File: src/rtl/ls_iso_seq_pkg.sv
// ---------------------------------------------------------------------------
// ls_iso_seq_pkg : states and output decode for the isolation sequencer
// Rev 1.0
// ---------------------------------------------------------------------------
`default_nettype none

package ls_iso_seq_pkg;

  typedef enum logic [2:0] {
    ST_ON           = 3'd0,
    ST_ISO_SETUP    = 3'd1,
    ST_PWR_OFF_WAIT = 3'd2,
    ST_OFF          = 3'd3,
    ST_PWR_ON_WAIT  = 3'd4,
    ST_SETTLE       = 3'd5
  } state_e;

  // Output vector layout is {iso_en, pwr_sw_en}
  localparam int unsigned OUT_ISO_BIT = 1;
  localparam int unsigned OUT_SW_BIT  = 0;

  localparam logic [1:0] OUT_ON           = 2'b01;
  localparam logic [1:0] OUT_ISO_SETUP    = 2'b11;
  localparam logic [1:0] OUT_PWR_OFF_WAIT = 2'b10;
  localparam logic [1:0] OUT_OFF          = 2'b10;
  localparam logic [1:0] OUT_PWR_ON_WAIT  = 2'b11;
  localparam logic [1:0] OUT_SETTLE       = 2'b11;

  function automatic logic [1:0] out_decode(input state_e s);
    logic [1:0] v;
    case (s)
      ST_ON:           v = OUT_ON;
      ST_ISO_SETUP:    v = OUT_ISO_SETUP;
      ST_PWR_OFF_WAIT: v = OUT_PWR_OFF_WAIT;
      ST_OFF:          v = OUT_OFF;
      ST_PWR_ON_WAIT:  v = OUT_PWR_ON_WAIT;
      ST_SETTLE:       v = OUT_SETTLE;
      default:         v = OUT_OFF;
    endcase
    return v;
  endfunction

  function automatic logic is_stable(input state_e s);
    return (s == ST_ON) || (s == ST_OFF);
  endfunction

endpackage

`default_nettype wire

File: src/rtl/ls_iso_seq_timer.sv
// ---------------------------------------------------------------------------
// ls_iso_seq_timer : loadable down-counter with zero flag, saturates at 0
// Rev 1.0
// ---------------------------------------------------------------------------
`default_nettype none

module ls_iso_seq_timer #(
  parameter int unsigned CNT_W = 8
) (
  input  logic             clk_i,
  input  logic             rst_i,
  input  logic             load_i,
  input  logic [CNT_W-1:0] load_val_i,
  output logic             zero_o
);

  logic [CNT_W-1:0] cnt_q;
  logic [CNT_W-1:0] cnt_d;

  always_comb begin
    cnt_d = cnt_q;
    if (load_i) begin
      cnt_d = load_val_i;
    end else if (cnt_q != '0) begin
      cnt_d = cnt_q - 1'b1;
    end
  end

  always_ff @(posedge clk_i) begin
    if (rst_i) begin
      cnt_q <= '0;
    end else begin
      cnt_q <= cnt_d;
    end
  end

  assign zero_o = (cnt_q == '0);

endmodule

`default_nettype wire

File: src/rtl/ls_iso_seq_ctrl.sv
// ---------------------------------------------------------------------------
// ls_iso_seq_ctrl : clamp/power-switch sequencer for one switchable domain
// Rev 1.0
// ---------------------------------------------------------------------------
`default_nettype none

module ls_iso_seq_ctrl
  import ls_iso_seq_pkg::*;
#(
  parameter int unsigned ISO_SETUP_CYC   = 4,
  parameter int unsigned PWR_SETTLE_CYC  = 8,
  parameter int unsigned ACK_TIMEOUT_CYC = 64,
  parameter int unsigned CNT_W           = 8
) (
  input  logic clk_i,
  input  logic rst_i,
  input  logic pwr_dn_req_i,
  input  logic pwr_up_req_i,
  input  logic pwr_ack_i,
  output logic iso_en_o,
  output logic pwr_sw_en_o,
  output logic domain_on_o,
  output logic busy_o,
  output logic done_o,
  output logic err_o
);

  localparam logic [CNT_W-1:0] ISO_LOAD    = CNT_W'(ISO_SETUP_CYC - 1);
  localparam logic [CNT_W-1:0] SETTLE_LOAD = CNT_W'(PWR_SETTLE_CYC - 1);
  localparam logic [CNT_W-1:0] ACK_LOAD    = CNT_W'(ACK_TIMEOUT_CYC - 1);

  state_e           state_q, state_d;
  logic             done_q, done_d;
  logic             err_q, err_d;
  logic             tmr_load;
  logic [CNT_W-1:0] tmr_val;
  logic             tmr_zero;
  logic [1:0]       out_vec;

  ls_iso_seq_timer #(
    .CNT_W (CNT_W)
  ) u_timer (
    .clk_i      (clk_i),
    .rst_i      (rst_i),
    .load_i     (tmr_load),
    .load_val_i (tmr_val),
    .zero_o     (tmr_zero)
  );

  always_ff @(posedge clk_i) begin
    if (rst_i) begin
      state_q <= ST_OFF;
      done_q  <= 1'b0;
      err_q   <= 1'b0;
    end else begin
      state_q <= state_d;
      done_q  <= done_d;
      err_q   <= err_d;
    end
  end

  always_comb begin
    state_d  = state_q;
    done_d   = 1'b0;
    err_d    = err_q;
    tmr_load = 1'b0;
    tmr_val  = '0;
    case (state_q)
      ST_ON: begin
        if (pwr_dn_req_i) begin
          state_d  = ST_ISO_SETUP;
          tmr_load = 1'b1;
          tmr_val  = ISO_LOAD;
          err_d    = 1'b0;
        end
      end
      ST_ISO_SETUP: begin
        if (tmr_zero) begin
          state_d  = ST_PWR_OFF_WAIT;
          tmr_load = 1'b1;
          tmr_val  = ACK_LOAD;
        end
      end
      ST_PWR_OFF_WAIT: begin
        if (!pwr_ack_i) begin
          state_d = ST_OFF;
          done_d  = 1'b1;
        end else if (tmr_zero) begin
          state_d = ST_OFF;
          err_d   = 1'b1;
        end
      end
      ST_OFF: begin
        if (pwr_up_req_i) begin
          state_d  = ST_PWR_ON_WAIT;
          tmr_load = 1'b1;
          tmr_val  = ACK_LOAD;
          err_d    = 1'b0;
        end
      end
      ST_PWR_ON_WAIT: begin
        if (pwr_ack_i) begin
          state_d  = ST_SETTLE;
          tmr_load = 1'b1;
          tmr_val  = SETTLE_LOAD;
        end else if (tmr_zero) begin
          state_d = ST_OFF;
          err_d   = 1'b1;
        end
      end
      ST_SETTLE: begin
        // Ack is deliberately not watched here; glitches during settle are ignored
        if (tmr_zero) begin
          state_d = ST_ON;
          done_d  = 1'b1;
        end
      end
      default: begin
        state_d = ST_OFF;
      end
    endcase
  end

  assign out_vec     = out_decode(state_q);
  assign iso_en_o    = out_vec[OUT_ISO_BIT];
  assign pwr_sw_en_o = out_vec[OUT_SW_BIT];
  assign domain_on_o = (state_q == ST_ON);
  assign busy_o      = !is_stable(state_q);
  assign done_o      = done_q;
  assign err_o       = err_q;

endmodule

`default_nettype wire

File: config.mk
export PLATFORM = sky130hd
export DESIGN_NAME = ls_iso_seq_ctrl
export DESIGN_NICKNAME = d
export VERILOG_FILES = /design/src/rtl/ls_iso_seq_pkg.sv /design/src/rtl/ls_iso_seq_timer.sv /design/src/rtl/ls_iso_seq_ctrl.sv
export SDC_FILE = /design/constraint.sdc
export NUM_CORES = 1
export LEC_CHECK = 0
export CAP_MARGIN = 10
export CORE_UTILIZATION = 23
export CTS_CLUSTER_DIAMETER = 80
export CTS_CLUSTER_SIZE = 8
export DETAILED_ROUTE_END_ITERATION = 8
export PLACE_DENSITY_LB_ADDON = 0.2
export SYNTH_ARGS = -nofsm -noshare
export SYNTH_HDL_FRONTEND = slang
export SYNTH_SLANG_ARGS = --single-unit
export TNS_END_PERCENT = 100
File: constraint.sdc
create_clock -name clk_i -period 2.25 [get_ports clk_i]
set_input_delay 0.3375 -clock clk_i [delete_from_list [all_inputs] [get_ports clk_i]]
set_output_delay 0.3375 -clock clk_i [all_outputs]
set_load 0.05 [all_outputs]
; After elaboration in Yosys (flattened, before gate mapping)
; Index checks and enable logic that the tools add are counted.
[word_totals]
register_bits = 13
input_bits = 5
out_inout_bits = 6
[classes]
add_sub_neg = 1
eq_ne = 11
mux = 29
reduce_logical = 10
[ops]
columns = op, n
row1 = 3-bit two-way mux, 8
row2 = 6-bit case mux with 4 select lines, 1
row3 = 3-bit case mux with 6 select lines, 1
row4 = 8-bit two-way mux, 2
row5 = 6-bit two-way mux, 2
row6 = 2-bit inequality test (second input constant), 6
row7 = 1-bit two-way mux, 10
row8 = 8-bit logical NOT, 1
row9 = 1-bit case mux with 4 select lines, 2
row10 = 8-bit nonzero test, 1
row11 = 8-bit by 1-bit subtractor with 8-bit output (second input constant), 1
row12 = 3-bit by 2-bit equality test with 1-bit output (second input constant), 2
row13 = 3-bit equality test (second input constant), 2
row14 = 5-bit AND reduction, 1
row15 = 2-bit case mux with 2 select lines, 1
row16 = 4-bit AND reduction, 1
row17 = 4-bit nonzero test, 1
row18 = 3-bit by 1-bit equality test with 1-bit output (second input constant), 1
row19 = 3-bit logical NOT, 1
row20 = 3-bit OR reduction, 1
row21 = 2-bit two-way mux, 1
row22 = 1-bit case mux with 2 select lines, 1
row23 = 2-bit nonzero test, 1
row24 = 1-bit logical NOT, 1
row25 = 1-bit logical OR, 1

; Longest topological paths before layout
; Gate-level depths: netlist of run 1.
[logic_depth]
ltp_word = 4
mapped_depth = 6
ltp_nobuf = 6

; Hierarchy
; A second synthesis of run 1 with hierarchy kept.
[unflattened]
hier_cells = 109
hier_area_um2 = 905.9
[by_module_without_submodules]
columns = mod, instances, cells_each, area_per_inst_um2
row1 = ls_iso_seq_timer, 1, 53, 475.5
row2 = ls_iso_seq_ctrl, 1, 56, 430.4

; Worst setup path after synthesis of run 1
; OpenSTA, ideal clock, no wires.
[synth_path]
path_type = reg2reg
start = reg u_timer.cnt_q[2]
end = reg state_q[0]
arrival_time_ps = 1733
slack_ps = 397
stages_incl_launch_ff = 6
period_less_slack_ps = 1853
cell_sequence = dfxtp_1 or4_4 nor4b_4 buf_6 o21ai_2 a211o_1
[synth_between]
elab_chain_cells = 4
elab_cells_between_ends = 8
[synth_lines]
columns = item, line
row1 = from (decl), ls_iso_seq_timer.sv:17  ; logic [CNT_W-1:0] cnt_q;
row2 = from (signal assigned), ls_iso_seq_timer.sv:33  ; cnt_q <= cnt_d;
row3 = 8-bit logical NOT (*), ls_iso_seq_timer.sv:37  ; assign zero_o = (cnt_q == '0);
row4 = 3-bit two-way mux, --
row5 = 3-bit two-way mux (on tied branches), --
row6 = 3-bit case mux with 6 select lines, --
row7 = to (signal assigned), ls_iso_seq_ctrl.sv:56  ; state_q <= state_d;
row8 = to (decl), ls_iso_seq_ctrl.sv:32  ; state_e state_q, state_d;
; Every way passes the cells marked *; elsewhere a longest branch is shown, timed or not.
; A chain may end at the register's enable or synchronous reset.

; Worst setup path in the final report of run 1
[layout_path]
start = reg state_q[1]
end = out domain_on_o
[layout_between]
elab_chain_cells = 1
[layout_lines]
columns = item, line
row1 = 3-bit logical NOT, ls_iso_seq_ctrl.sv:127  ; assign domain_on_o = (state_q == ST_ON);
row2 = to (decl), ls_iso_seq_ctrl.sv:22  ; output logic domain_on_o,
; No other way between the ends.

==> results of run 1 <==
## sequential cells by signal (all words and copies together) (netlist names)
signal	count
done_o	1
err_o	1
state_q	3
u_timer.cnt_q	8
## worst min-delay path: stages (launching register included)
cell,delay [ns]
dfxtp_1,0.32
a41oi_1,0.15
a211oi_1,0.07
## final cells by class
cell class | count | area share
Inverter | 9 | 0.03325
Timing Repair Buffer | 15 | 0.1318
Sequential cell | 13 | 0.2562
Tap cell | 46 | 0.05665
Multi-Input combinational cell | 73 | 0.4963
Clock buffer | 4 | 0.02586
## report_power, final
part	total (µW)	switching [µW]	internal [µW]
clock	150	81.2	68.8
combinational	1060	577	479
sequential	414	96.0	318
## worst paths after layout
path	start	end	slack, ns
max	state_q[1]$_SDFFE_PP1P_	domain_on_o	0.07
min	err_o$_SDFFE_PP0P_	err_o$_SDFFE_PP0P_	0.58
max reg2reg	u_timer.cnt_q[2]$_SDFFE_PP0P_	state_q[0]$_SDFFE_PP1P_	0.22
min reg2reg	err_o$_SDFFE_PP0P_	err_o$_SDFFE_PP0P_	0.58
## cells by family (layout without fill, tap and decap cells)
family	Yosys count	count (layout)	share of synthesized area
xor+xnor	3	3	0.03187
simple gates	33	33	0.2504
fa+ha+maj	2	2	0.03034
buf+inv	14	28	0.07283
flops	13	13	0.3156
compound gates	32	32	0.2580
mux	3	3	0.04097
## metal layers
layer	vias to the layer above	wire (µm)	GRT usage
met5	-	0	0
met4	0	9	0.03175
met3	2	91	0.04141
met2	18	951	0.2058
met1	371	920	0.1348
li1	394	-	-
## through the flow
| step | utilization | area [µm²] | std cells |
|---|---|---|---|
| 3_3_place_gp | 0.2924 | 991.0 | 156 |
| 3_5_place_dp | 0.2924 | 991.0 | 156 |
| 5_1_grt | 0.2997 | 1016 | 160 |
| 4_1_cts | 0.2997 | 1016 | 160 |
| 2_1_floorplan | - | 824.5 | 100 |
| 6_report | 0.2997 | 1016 | 160 |
## cell usage in the layout (no fill, tap or decap), types with 2 or more instances in the layout
master	n
a21oi_1	12
ha_1	2
nor2b_1	3
mux2_2	3
o21ai_0	5
nand2_1	5
nor3b_1	2
buf_4	6
and4b_1	2
clkbuf_4	3
a211o_1	3
a211oi_1	2
o221a_2	2
a31oi_1	2
nand2b_1	2
inv_1	9
xnor2_1	2
clkdlybuf4s50_1	8
nor2_1	10
dfxtp_1	13
or3_1	2
==> metrics.md, run 1 <==
| Metric | Value |
|---|---|
| Outcome | `finished clean` |
| Total Power | `1621 µW` |
| Crit-path slowest cell | `clkdlybuf4s50_1` |
| Post-synth EDFFs | `0` |
| Initial Utilization | `0.2433` |
| Input/output buffers | `10` |
| Worst relative slew slack | `0.5743` |
| Ant. Diodes | `0` |
| Final hold violation count | `0` |
| Most frequent cell after synthesis | `dfxtp_1` |
| WP data required | `between 1.5 and 2 ns` |
| Post-synth net total | `107` |
| Ys Warns | `0` |
| Max-slew violation count | `0` |
| Min setup slack post-route | `0.07285 ns` |
| Prevailing post-synth register cell | `dfxtp_1` |
| Fin Clk Skew | `0.004664 ns` |
| Final setup fails | `0` |
| Syn_area_per_cell | `8.245 µm²` |
| Core area | `3390 µm²` |
| Synth top cells by count | `dfxtp_1, a21oi_1, nor2_1, inv_1` |
| Seq/Total Area, Yosys | `0.3156` |
| I/O pin cnt | `11` |
| Clock buffer depth | `2` |
| Cell count along the critical path | `5` |
| Initial DRC count | `30` |
| RSZ-0062 raised after global routing | `false` |
| NumNets Final | `122` |
| PwrDens | `around 1600 nW/µm²` |
| Crit path capture type | `output port` |
| Initial antenna violation count | `0` |
| DR vias | `785` |
| VDD IR max | `roughly 800 µV` |
| Buffers & Inverters on Critical Path | `3` |
| Die area | `3829 µm²` |
| Root Driver | `clkbuf_4` |
| Critical path, cell by cell | `buf_4 > nor2_1 > nand2_1 > inv_1 > clkdlybuf4s50_1` |
| Num CTS Buffers | `3` |
| Drt drc | `0` |
| Crit start category | `flip-flop` |
| Slowest stage delay, CP | `around 0.79 ns` |
| DP Wirelength | `approximately 1.5 mm` |
| Die Height | `between 60 and 70 µm` |
| Worst-case reg-to-reg path depth | `5` |
| Hold depth | `2` |
| Layout fillers | `363` |
| Post-layout min period | `2.177 ns` |
| Top post-synthesis cells by area | `dfxtp_1, a21oi_1, nor2_1` |
| Cell Area, Synth | `between 800 and 900 µm²` |
| Layout area overhead | `23.22%` |
| Area leader, netlist | `dfxtp_1` |
| #FFs+latches synth | `13` |
| Gr usage total | `0.1172` |
| Htree depth | `1` |
| Die X | `61.88 µm` |
| Footprint of the multi-input gates | `504.2 µm²` |
| Critical path data arrival time | `around 1.8 ns` |
| First-pass GRT wire length | `approximately 3.2 mm` |
| Sinks on Clock Net | `13` |
| Largest net degree at the start of global routing | `14` |
| FF/Latch Area | `260.3 µm²` |
| MaxCap Viol Count | `0` |
| Vias per inst | `4.906` |
| 1st-pass router iterations | `4` |
| CP top delay family | `buffers and inverters` |
| Final wirelength | `~2.0 mm` |
| Synth Instances | `100` |
| Pre-CTS setup slack | `0.2077 ns` |
| CP Class | `reg2out` |
| Clk pin slew, worst setup/hold paths | `~0.090 ns` |
| Vias in the first global route | `approximately 740` |
| Min-Delay Path Class | `reg2reg` |
| Async set-reset flop share out of synthesis | `0` |
| Layout cells sized above 1 | `0.1579` |
| Pin slew with the least headroom to its limit | `around 0.64 ns` |
| Worst Path Max Fanout | `12` |
| Worst-Skew Late Latency | `roughly 0.28 ns` |
| Setup total negative slack | `0 ns` |
| Synth top area share | `0.3156` |
| TritonCTS clock tree | `done` |
| Post-CTS Hold Buffers | `0` |
| Setup bufs post-CTS | `0` |
| Pleak | `0.0004045 µW` |
| Rows | `21` |
| Peak Freq | `between 400 and 500 MHz` |
| PostCTS Resize Cnt | `1` |
| ANT nets after route | `0` |
| Final period util | `0.9676` |
| Post-synth cell types | `34` |
| Drt wl/cell | `12.33 µm` |
| Worst Hold Slack | `0.5816 ns` |
| GP Congestion | `between 0.8 and 0.9` |
| Congestion Overflow GR | `0` |
Note: power is estimated with default switching activity, not from simulation.
==> run 2: changes to the inputs <==
--- a/config.mk
+++ b/config.mk
@@ -10,6 +10,7 @@
 export CTS_CLUSTER_DIAMETER = 80
 export CTS_CLUSTER_SIZE = 8
 export DETAILED_ROUTE_END_ITERATION = 8
+export GPL_ROUTABILITY_DRIVEN = 0
 export PLACE_DENSITY_LB_ADDON = 0.2
 export SYNTH_ARGS = -nofsm -noshare
 export SYNTH_HDL_FRONTEND = slang
==> results of run 2 <==
No change in the layout: final DEF, timing and power equal those of run 1.
